### config.mk
export PLATFORM = sky130hd
export DESIGN_NAME = hazard_ctrl
export DESIGN_NICKNAME = d
export VERILOG_FILES = /design/src/rtl/pipeline_pkg.sv /design/src/rtl/sat_counter.sv /design/src/rtl/hazard_ctrl.sv
export SDC_FILE = /design/constraint.sdc
export NUM_CORES = 1
export LEC_CHECK = 0
export ABC_AREA = 1
export CORE_MARGIN = 2
export CORE_UTILIZATION = 40
export DETAILED_ROUTE_END_ITERATION = 8
export HOLD_SLACK_MARGIN = 0.03
export PLACE_DENSITY = 0.69
export SLEW_MARGIN = 30
export SYNTH_ARGS = -nofsm -noshare
export SYNTH_HDL_FRONTEND = slang
export SYNTH_SLANG_ARGS = --single-unit
### constraint.sdc
create_clock -name Clk -period 2.3 [get_ports Clk]
set_clock_uncertainty 0.15 [all_clocks]
set_input_delay 0.23 -clock Clk [delete_from_list [all_inputs] [get_ports Clk]]
set_output_delay 0.23 -clock Clk [all_outputs]
set_load 0.05 [all_outputs]
### src/rtl/pipeline_pkg.sv
// pipeline_pkg: shared encodings for the pipeline hazard scheduler
package pipeline_pkg;
  localparam logic [1:0] FWD_RF = 2'b00;
  localparam logic [1:0] FWD_WB = 2'b01;
  localparam logic [1:0] FWD_MEM = 2'b10;
  localparam int REG_ZERO = 0;
  typedef enum logic [1:0] {RUN, MEM_WAIT, ERROR} hz_state_t;
endpackage

### src/rtl/sat_counter.sv
// sat_counter: event counter that sticks at all-ones
module sat_counter #(
  parameter int W = 16
) (
  input  logic         En,
  input  logic         Clk,
  input  logic         Rst,
  output logic [W-1:0] Q
);
  always_ff @(posedge Clk) begin
    if (Rst) Q <= '0;
    else if (En && !(&Q)) Q <= Q + 1'b1;
  end
endmodule

### src/rtl/hazard_ctrl.sv
// hazard_ctrl: stall/flush/forward control with memory-wait timeout and perf counters
module hazard_ctrl
  import pipeline_pkg::*;
#(
  parameter int RA_W = 5,
  parameter int CNT_W = 16,
  parameter int MEM_TIMEOUT = 255
) (
  input  logic             Clk,
  input  logic             Rst,
  input  logic [RA_W-1:0]  RsD,
  input  logic [RA_W-1:0]  RtD,
  input  logic [RA_W-1:0]  RsE,
  input  logic [RA_W-1:0]  RtE,
  input  logic [RA_W-1:0]  WriteRegE,
  input  logic [RA_W-1:0]  WriteRegM,
  input  logic [RA_W-1:0]  WriteRegW,
  input  logic             RegWriteE,
  input  logic             RegWriteM,
  input  logic             RegWriteW,
  input  logic             MemToRegE,
  input  logic             MemToRegM,
  input  logic             BranchD,
  input  logic             PCSrcD,
  input  logic             MemReqM,
  input  logic             MemReadyM,
  output logic             StallF,
  output logic             StallD,
  output logic             StallE,
  output logic             StallM,
  output logic             FlushD,
  output logic             FlushE,
  output logic             FlushW,
  output logic             ForwardAD,
  output logic             ForwardBD,
  output logic [1:0]       ForwardAE,
  output logic [1:0]       ForwardBE,
  output logic             MemErr,
  output logic [CNT_W-1:0] StallCnt,
  output logic [CNT_W-1:0] FlushCnt
);
  localparam int TW = $clog2(MEM_TIMEOUT + 1);
  localparam logic [RA_W-1:0] RZ = RA_W'(REG_ZERO);
  hz_state_t state;
  logic [TW-1:0] timer;
  logic err_q, lw, br, mw, hold;
  logic [CNT_W-1:0] stall_q, flush_q;
  function automatic logic hit(input logic [RA_W-1:0] a, input logic [RA_W-1:0] b);
    return (a == b) && (a != RZ);
  endfunction
  // every output is forced inactive while Rst is high
  always_comb begin
    lw = MemToRegE & (hit(WriteRegE, RsD) | hit(WriteRegE, RtD));
    br = BranchD & ((RegWriteE & (hit(WriteRegE, RsD) | hit(WriteRegE, RtD)))
                  | (MemToRegM & (hit(WriteRegM, RsD) | hit(WriteRegM, RtD))));
    mw = MemReqM & ~MemReadyM & (state != ERROR);
    hold = ~Rst & (mw | (state == ERROR));
    StallF = ~Rst & (lw | br | hold);
    StallD = StallF;
    StallE = hold;
    StallM = hold;
    FlushW = hold;
    FlushE = ~Rst & (lw | br) & ~hold;
    FlushD = ~Rst & PCSrcD & ~StallF;
    ForwardAD = ~Rst & RegWriteM & hit(WriteRegM, RsD);
    ForwardBD = ~Rst & RegWriteM & hit(WriteRegM, RtD);
    ForwardAE = Rst ? FWD_RF : (RegWriteM & hit(WriteRegM, RsE)) ? FWD_MEM :
                (RegWriteW & hit(WriteRegW, RsE)) ? FWD_WB : FWD_RF;
    ForwardBE = Rst ? FWD_RF : (RegWriteM & hit(WriteRegM, RtE)) ? FWD_MEM :
                (RegWriteW & hit(WriteRegW, RtE)) ? FWD_WB : FWD_RF;
    MemErr = ~Rst & err_q;
    StallCnt = Rst ? '0 : stall_q;
    FlushCnt = Rst ? '0 : flush_q;
  end
  // ready takes priority over the timeout check in the same cycle
  always_ff @(posedge Clk) begin
    if (Rst) begin
      state <= RUN;
      timer <= '0;
      err_q <= 1'b0;
    end else if (state == RUN && mw) begin
      state <= MEM_WAIT;
      timer <= TW'(1);
    end else if (state == MEM_WAIT) begin
      if (MemReadyM) begin
        state <= RUN;
        timer <= '0;
      end else if (timer == TW'(MEM_TIMEOUT)) begin
        state <= ERROR;
        err_q <= 1'b1;
      end else begin
        timer <= timer + 1'b1;
      end
    end
  end
  sat_counter #(CNT_W) u_stall_cnt (.En(StallF), .Clk(Clk), .Rst(Rst), .Q(stall_q));
  sat_counter #(CNT_W) u_flush_cnt (.En(FlushD | FlushE), .Clk(Clk), .Rst(Rst), .Q(flush_q));
endmodule

==> reports/results.ini, run 1 <==
[floorplanning]
die_w_um=94.7
die_h_um=94.7
pin_count=92
rows=33
die-area_sq_um=8970
core_sq_um=8090
start_util=0.406

[grt]
grt_pass1_wl_um=14800
overflow=0
grt_pass1_vias=3462
grt_use_met2=0.340
use_met1=0.252
gr-usage-met3=0.0463
track_usage=0.200
grt_busiest_layer=met2
antenna_found_initial=0
grt_max_degree=35

[yosys]
syn_inst=553
synthArstFlopShare=0
synth_seq_cells=43
syn_nets=602
yosys_warnings=0
synth_area_leaders=dfxtp_1 26%, nand2_1 13%, nor2_1 11%
synth.avg_cell_area_sq_um=5.95
ys_types=33
syn_area_sq_um=3290
synth_edf_count=0
ys_seq_area_frac=0.262
synth_top_area_share=0.262
synthFlopType=dfxtp_1
yosysTopAreaCell=dfxtp_1

[timing]
slew_headroom=0.694
hold_viol_final=0
slew_violations=0
worst_slack_ns=0.109
post-route-period-util=0.953
holdWs_ns=0.255
worstMarginPinSlew_ns=0.454
finalSetupViolCount=0
min_period_ns=2.19
fmax_mhz=456

[run]
maxCapViolCount=0

[status]
status=complete, no violations

[hold_path]
hold_end=u_flush_cnt.Q[14]
hold_depth=3
hold_path_class=input pin to register
hp-start=Rst

[detailed_routing]
ant_nets=0
dr.pass1.iters=4
via_per_inst=4.86
via_count=3732
wire_per_inst_um=11.4
drc=0
drt-total-wl_um=8760
drtIter0Drc=154

[layout]
final_layout_size_suffix_gt1_frac=0.161
syn_to_final_growth_pct=40.4
finalNetCount=711
fin_area_sq_um=4620
insertedDiodeCount=0

[worst_setup_path]
reg2reg_depth=16
crit-reg2reg-launch=u_flush_cnt.Q[0]
worstPathRequired_ns=1.92
startpoint_type=input pin
worstSetupEndpointType=output pin
arrival_ns=1.81
timing.rr.end=u_flush_cnt.Q[13]
critPathKind=input pin to output pin
critPathMaxFanout=2
r2r_slack_ns=0.16

[clock_network]
worstSkewPairLatency_ns=0.29
cts-root-buf=clkbuf_8
hold_buffers=0
cts_htree_levels=2
cts_inserted_buffers=5
path_clk_slew_ns=0.09
clk_path_buf_depth=2
cts_sinks=43
cts_tree=yes

[pwr]
powerDensity_nw_per_um2=380
p_leak_uw=0.00215
peakVddDrop_mv=0.200
report.power.total_uw=1760

[placement]
placed_area_sq_um=4410
hpwl_um=6750
place_ws_ns=-0.0973
port-buffer-count=91
gp_congestion=0.901

worst max path at each step:
stage,startpoint,endpoint,depth (start not counted)
final,RegWriteM,ForwardBE[0],8
after global routing,u_flush_cnt.Q[0],u_flush_cnt.Q[13],16
after CTS,WriteRegM[3],FlushD,14
after detailed placement,WriteRegM[0],u_flush_cnt.Q[3],16
after global placement,WriteRegM[0],u_stall_cnt.Q[11],16
after floorplan,WriteRegM[2],FlushD,13
layout by cell type, fill, tap and decap left out, drive strengths merged, types with 2 or more instances in the layout:
master,n
nand4,4
nand3,50
nand2,118
ha,3
dfxtp,43
dlymetal6s2s,13
a21oi,34
o22ai,3
o21a,2
o21ai,15
nor2,100
nor3b,2
o2111ai,3
nor4,8
dlygate4sd2,2
nor3,20
inv,92
clkdlybuf4s50,29
clkbuf,5
xor2,25
xnor2,7
buf,77
clkinv,2
per-stage QoR:
| stage | TNS [ns] | std cells | util |
|---|---|---|---|
| after floorplan | 0 | 553 | - |
| after global placement | -0.0656 | 758 | 0.544 |
| after detailed placement | -1.59 | 758 | 0.544 |
| after CTS | -0.0610 | 766 | 0.559 |
| after global routing | -0.0238 | 768 | 0.571 |
| final | 0 | 768 | 0.571 |
cells by family (layout without fill, tap and decap cells):
logic type,after synthesis,in the layout,share of synthesized area
flops,43,43,0.262
simple gates,304,304,0.397
fa+ha+maj,3,3,0.0114
buf+inv,111,221,0.143
compound gates,60,60,0.102
xor+xnor,32,32,0.0852
registers in the layout, summed over array words and instances (netlist names):
name           flops
err_q              1
state              2
timer              8
u_flush_cnt.Q     16
u_stall_cnt.Q     16
synth_stat cells, types with 4 or more instances:
cell,count
a21oi_1,33
buf_2,4
buf_4,6
clkbuf_1,6
dfxtp_1,43
inv_1,87
inv_2,5
nand2_1,115
nand3_1,49
nand4_1,4
nor2_1,99
nor3_1,20
nor4_1,8
o21ai_0,15
xnor2_1,7
xor2_1,25
worst max-delay path, stage by stage:
cell and delay (ns):
clkdlybuf4s50_1 0.48, inv_1 0.07, a221oi_2 0.17, o2111ai_1 0.16, nor4_2 0.32, buf_4 0.16, nor2_1 0.04, buf_4 0.18
where the power goes:
group	switching, uW	internal (uW)	total (uW)	leakage (uW)
clock network	274	324	597	0.0000581
logic	218	180	398	0.00175
registers	7.91	753	761	0.000347
area by class of cell:
cell class,instances,area (sq um)
repair buffers,121,1160
fillers,811,3470
well taps,105,131
clock buffers,5,68.8
inverters,92,345
multi-input cells,399,2010
flip-flops and latches,43,861
clock inverters,3,43.8
metal layers:
| metal | wire length, um | part of all wire | up-vias |
|---|---|---|---|
| met1 | 4030 | 0.46 | 1652 |
| li1 | - | - | 1956 |
| met4 | 117 | 0.013 | 0 |
| met2 | 4020 | 0.46 | 114 |
| met5 | 0 | 0 | - |
| met3 | 589 | 0.067 | 10 |
what timing repair did:
action	CTS	global route
gates resized for setup	3	27
setup endpoints to repair	6	13
gates cloned	0	0
pin swaps	0	3
endpoints found under the hold margin	0	0
setup buffers	0	2
Note: power is estimated with default switching activity, not from simulation.
==> inputs of run 2 (changes only) <==
PLACE_DENSITY = 0.67   (was 0.69)
SYNTH_HIERARCHICAL = 1   (was unset)
clock period = 2.5 ns   (was 2.3 ns; I/O delays follow)
==> reports/results.ini, run 2 <==
[clock_network]
cts_tree=yes
clk_path_buf_depth=2
cts_htree_levels=2
cts_sinks=43
path_clk_slew_ns=0.09
worstSkewPairLatency_ns=0.30
cts_inserted_buffers=5
cts-root-buf=clkbuf_8
hold_buffers=0

[detailed_routing]
routed.top_layer=met4
wl_met2_um=4550
drc=0
wire_per_inst_um=11.7
dr_wl_met3_um=424
dr.pass1.iters=4
drt-total-wl_um=9500
wl_met1_um=4260
drtIter0Drc=131
ant_nets=0
via_per_inst=4.87
via_count=3940

[yosys]
synth.most_common_cell=nor2_1
yosysTopAreaCell=dfxtp_1
ys_seq_area_frac=0.240
synth.avg_cell_area_sq_um=6.02
syn_nets=645
synthFlopType=dfxtp_1
synth_edf_count=0
synth_area_leaders=dfxtp_1 24%, nor2_1 13%, nand2_1 12%
syn_inst=596
synthArstFlopShare=0
synth_seq_cells=43
synth_top_area_share=0.240
syn_area_sq_um=3590
ys_types=39
synth_commonest_cells=127 x nor2_1, 114 x nand2_1, 101 x inv_1
yosys_warnings=6

[worst_setup_path]
crit_chain=clkdlybuf4s50_1 > xor2_1 > nor2_1 > nand3_1 > nand2_1 > nand2_1 > nand2_1 > nand2_2 > buf_4 > nand2_2 > buf_4 > nor2_2 > buf_12
slowest_stage=clkdlybuf4s50_1
critPathMaxFanout=4
crit_top_cell=nand2_1
worstPathRequired_ns=2.10
startpoint_type=input pin
cp_slowest_stage_delay_ns=0.55
worstSetupEndpointType=output pin
arrival_ns=1.98
path_buf_inv=4
cpLargestDelayFamily=buffers and inverters
critPathKind=input pin to output pin

[layout]
final_common_cell=nor2_1
instances_no_fill=809
multi_input_area_sq_um=2230
layout.area.seq_sq_um=861
insertedDiodeCount=0
syn_to_final_growth_pct=38.4
finalNetCount=749
mostFrequentLayoutCells=126 x nor2_1, 114 x nand2_1, 101 x inv_1
nFillCells=884
postLayoutCoreUtil=0.569
reg_top3=u_flush_cnt/Q x16, u_stall_cnt/Q x16, timer x8
final_layout_size_suffix_gt1_frac=0.141

[timing]
fmax_mhz=421
min_period_ns=2.38
finalSetupViolCount=0
holdWs_ns=0.232
worstMarginPinSlew_ns=0.531
slew_violations=0
hold_viol_final=0
post-route-period-util=0.950
slew_headroom=0.645

[grt]
antenna_found_initial=0
grt_max_degree=49
track_usage=0.202
grt_pass1_wl_um=16500
grt_pass1_vias=3793
overflow=0

[floorplanning]
pin_count=92
die-area_sq_um=9740
start_util=0.411
die_h_um=98.7
rows=34
die_w_um=98.7
core_sq_um=8720

[placement]
placed_cells=801
hpwl_um=7690
gp_congestion=0.844
port-buffer-count=91

[pwr]
peakVddDrop_mv=0.222
p_leak_uw=0.00210
powerDensity_nw_per_um2=329
report.power.total_uw=1630

[run]
maxCapViolCount=0

[status]
status=complete, no violations

[hold_path]
hold_path_class=input pin to register

[run 2: cells by family (layout without fill, tap and decap cells)]
kind of cell / count (synthesis) / after routing / synth area share
buf+inv: 121 / 226 / 0.143
fa+ha+maj: 3 / 3 / 0.0105
compound gates: 60 / 60 / 0.0966
flops: 43 / 43 / 0.240
simple gates: 347 / 347 / 0.456
xor+xnor: 22 / 22 / 0.0537
[run 2: stage by stage]
step,worst slack (ns),instance area [sq um],setup TNS (ns)
6_report,0.125,4960,0
5_1_grt,-0.00921,4960,-0.00921
4_1_cts,0.0314,4930,0
3_5_place_dp,-0.134,4820,-1.34
3_3_place_gp,-0.0558,4820,-0.148
2_1_floorplan,0.284,3590,0
[run 2: report_power, final]
part	switching, uW	total, uW	internal (uW)
combinational	200	373	172
sequential	11.3	705	694
clock	257	555	298
[run 2: tightest hold or removal path, cell delays in order]
cell     delay (ns)
buf_2          0.10
buf_12         0.22
a21oi_2        0.05
[run 2: timing repair]
action | 4_1_cts | 5_1_grt
buffers inserted | 0 | 0
setup endpoints to repair | 0 | 8
gates resized for setup | 0 | 11
[run 2: path summary, 6_finish.rpt]
path	from	end	slack [ns]	cells past startpoint
hold reg to reg	err_q	err_q	0.33	2
setup / recovery	WriteRegE[0]	FlushD	0.12	13
setup reg to reg	state[1]	u_flush_cnt/Q[14]	0.63	12
hold / removal	Rst	u_stall_cnt/Q[11]	0.23	3
[run 2: per-layer routing]
| metal | track usage | vias up |
|---|---|---|
| met5 | 0 | - |
| met4 | 0.0664 | 0 |
| met3 | 0.0355 | 20 |
| met2 | 0.353 | 104 |
| met1 | 0.251 | 1763 |
| li1 | - | 2053 |
[run 2: layout make-up]
class	instances	share of cell area
clock inverter	3	0.00882
inverter	105	0.0794
multi-input combinational	432	0.449
tap	108	0.0272
sequential	43	0.173
clock buffer	5	0.0139
timing repair buffer	113	0.248
==> inputs of run 3 (changes only) <==
ABC_AREA = 0   (was 1)
PLACE_DENSITY = 0.71   (was 0.67)
SYNTH_HIERARCHICAL = unset   (was 1)
==> reports/results.ini, run 3 <==
[yosys]
syn_inst=373
ys_seq_area_frac=0.295
ys_types=42
synth_edf_count=0
synth_seq_cells=43
synth_area_leaders=dfxtp_1 30%, xor2_1 8.4%, nor2b_1 6.4%
syn_nets=422
synthArstFlopShare=0
synth_commonest_cells=43 x dfxtp_1, 37 x nor2_1, 30 x nor2b_1
yosysTopAreaCell=dfxtp_1
yosys_warnings=0
synth.most_common_cell=dfxtp_1
synthFlopType=dfxtp_1
synth.avg_cell_area_sq_um=7.82
synth_top_area_share=0.295
syn_area_sq_um=2920

[floorplanning]
core_sq_um=7140
pin_count=92
die-area_sq_um=7990
die_h_um=89.4
rows=31
die_w_um=89.4
start_util=0.409

[detailed_routing]
drc=0
wire_per_inst_um=13.6
dr.pass1.iters=4
via_count=3067
drt-total-wl_um=8020
ant_nets=0
drtIter0Drc=116
via_per_inst=5.21

[placement]
port-buffer-count=91
gp_congestion=0.922
placed_cells=577
hpwl_um=6270
placed_area_sq_um=4150

[pwr]
report.power.total_uw=1630
powerDensity_nw_per_um2=369
p_leak_uw=0.00166
peakVddDrop_mv=0.190

[timing]
slew_headroom=0.576
hold_viol_final=0
rsz0062_at_grt=false
worstMarginPinSlew_ns=0.630
finalSetupTns_ns=0
post-route-period-util=0.961
fmax_mhz=416
slew_violations=0
min_period_ns=2.40
finalSetupViolCount=0

[layout]
reg_top3=u_flush_cnt.Q x16, u_stall_cnt.Q x16, timer x8
syn_to_final_growth_pct=51.3
insertedDiodeCount=0
instances_no_fill=589
final_common_cell=clkdlybuf4s50_1
finalNetCount=538
mostFrequentLayoutCells=53 x clkdlybuf4s50_1, 49 x buf_4, 43 x dfxtp_1
final_layout_size_suffix_gt1_frac=0.206
fin_area_sq_um=4410

[worst_setup_path]
arrival_ns=2.00
worstSetupEndpointType=output pin
worstPathRequired_ns=2.10
startpoint_type=input pin
critPathKind=input pin to output pin
critPathMaxFanout=3

[grt]
track_usage=0.206
grt_pass1_wl_um=13000
antenna_found_initial=0
overflow=0
grt_pass1_vias=2951
grt_max_degree=21

[clock_network]
path_clk_slew_ns=0.08
cts-root-buf=clkbuf_8
cts_inserted_buffers=5
worstSkewPairLatency_ns=0.30
cts_htree_levels=2
cts_sinks=43
hold_buffers=0
clk_path_buf_depth=2
cts_tree=yes

[hold_path]
hold_path_class=input pin to register

[status]
status=complete, no violations

[run]
maxCapViolCount=0

[run 3: cell types whose count changed after synthesis, sizes merged, moves of 14 or more]
cell / before / now
xor2: 14 / 28
nand3: 42 / 23
nand2: 128 / 22
inv: 105 / 9
nor2b: 0 / 30
nor2: 144 / 37
[run 3: area by class of cell]
class	count	area, sq um
well taps	99	124
multi-input cells	300	2030
flip-flops and latches	43	861
repair buffers	130	1250
fillers	644	2730
clock buffers	6	82.6
inverters	9	33.8
clock inverters	2	35.0
[run 3: path summary, 6_finish.rpt]
check | depth (start not counted) | slack [ns] | end | startpoint
max | 8 | 0.1 | StallF | RtD[3]
max reg2reg | 8 | 0.21 | u_flush_cnt.Q[15] | u_flush_cnt.Q[7]
min reg2reg | 2 | 0.32 | err_q | err_q
min | 2 | 0.21 | state[1] | Rst
[run 3: worst max-delay path, cell delays in order]
cell	delay [ns]
clkdlybuf4s50_1	0.53
xnor2_1	0.16
nand3_2	0.13
a211oi_4	0.30
buf_6	0.15
nor2_4	0.05
a21oi_4	0.25
buf_12	0.18
[run 3: power breakdown]
part	internal [uW]	switching, uW	total, uW
Combinational	176	180	356
Clock	324	251	575
Sequential	690	7.03	697
Total	1190	438	1630
[run 3: cells by family (layout without fill, tap and decap cells)]
logic type,after synthesis,after routing,share of synthesized area
buf+inv,30,147,0.0489
simple gates,175,175,0.319
compound gates,65,65,0.144
xor+xnor,47,47,0.141
fa+ha+maj,3,3,0.0129
flops,43,43,0.295
mux,10,10,0.0386
[run 3: repair_timing]
| item | 4_1_cts | 5_1_grt |
|---|---|---|
| setup endpoints to repair | 10 | 29 |
| buffers inserted | 4 | 0 |
| pin swaps | 5 | 7 |
| resized for setup | 25 | 16 |
[run 3: metrics by stage]
step / hold WS (ns) / util / setup slack (ns)
floorplan: 0.275 / - / -0.0843
global placement: 0.297 / 0.582 / -0.299
detailed placement: 0.311 / 0.582 / -0.372
CTS: 0.192 / 0.607 / 0.00241
global route: 0.209 / 0.618 / 0.0116
finish: 0.208 / 0.618 / 0.0980
[run 3: layer usage]
| layer | track usage | share of wire | up-vias |
|---|---|---|---|
| met5 | 0 | 0 | - |
| met4 | 0.0773 | 0.021 | 0 |
| met3 | 0.0499 | 0.052 | 12 |
| met2 | 0.363 | 0.50 | 88 |
| met1 | 0.242 | 0.43 | 1409 |
| li1 | - | - | 1558 |
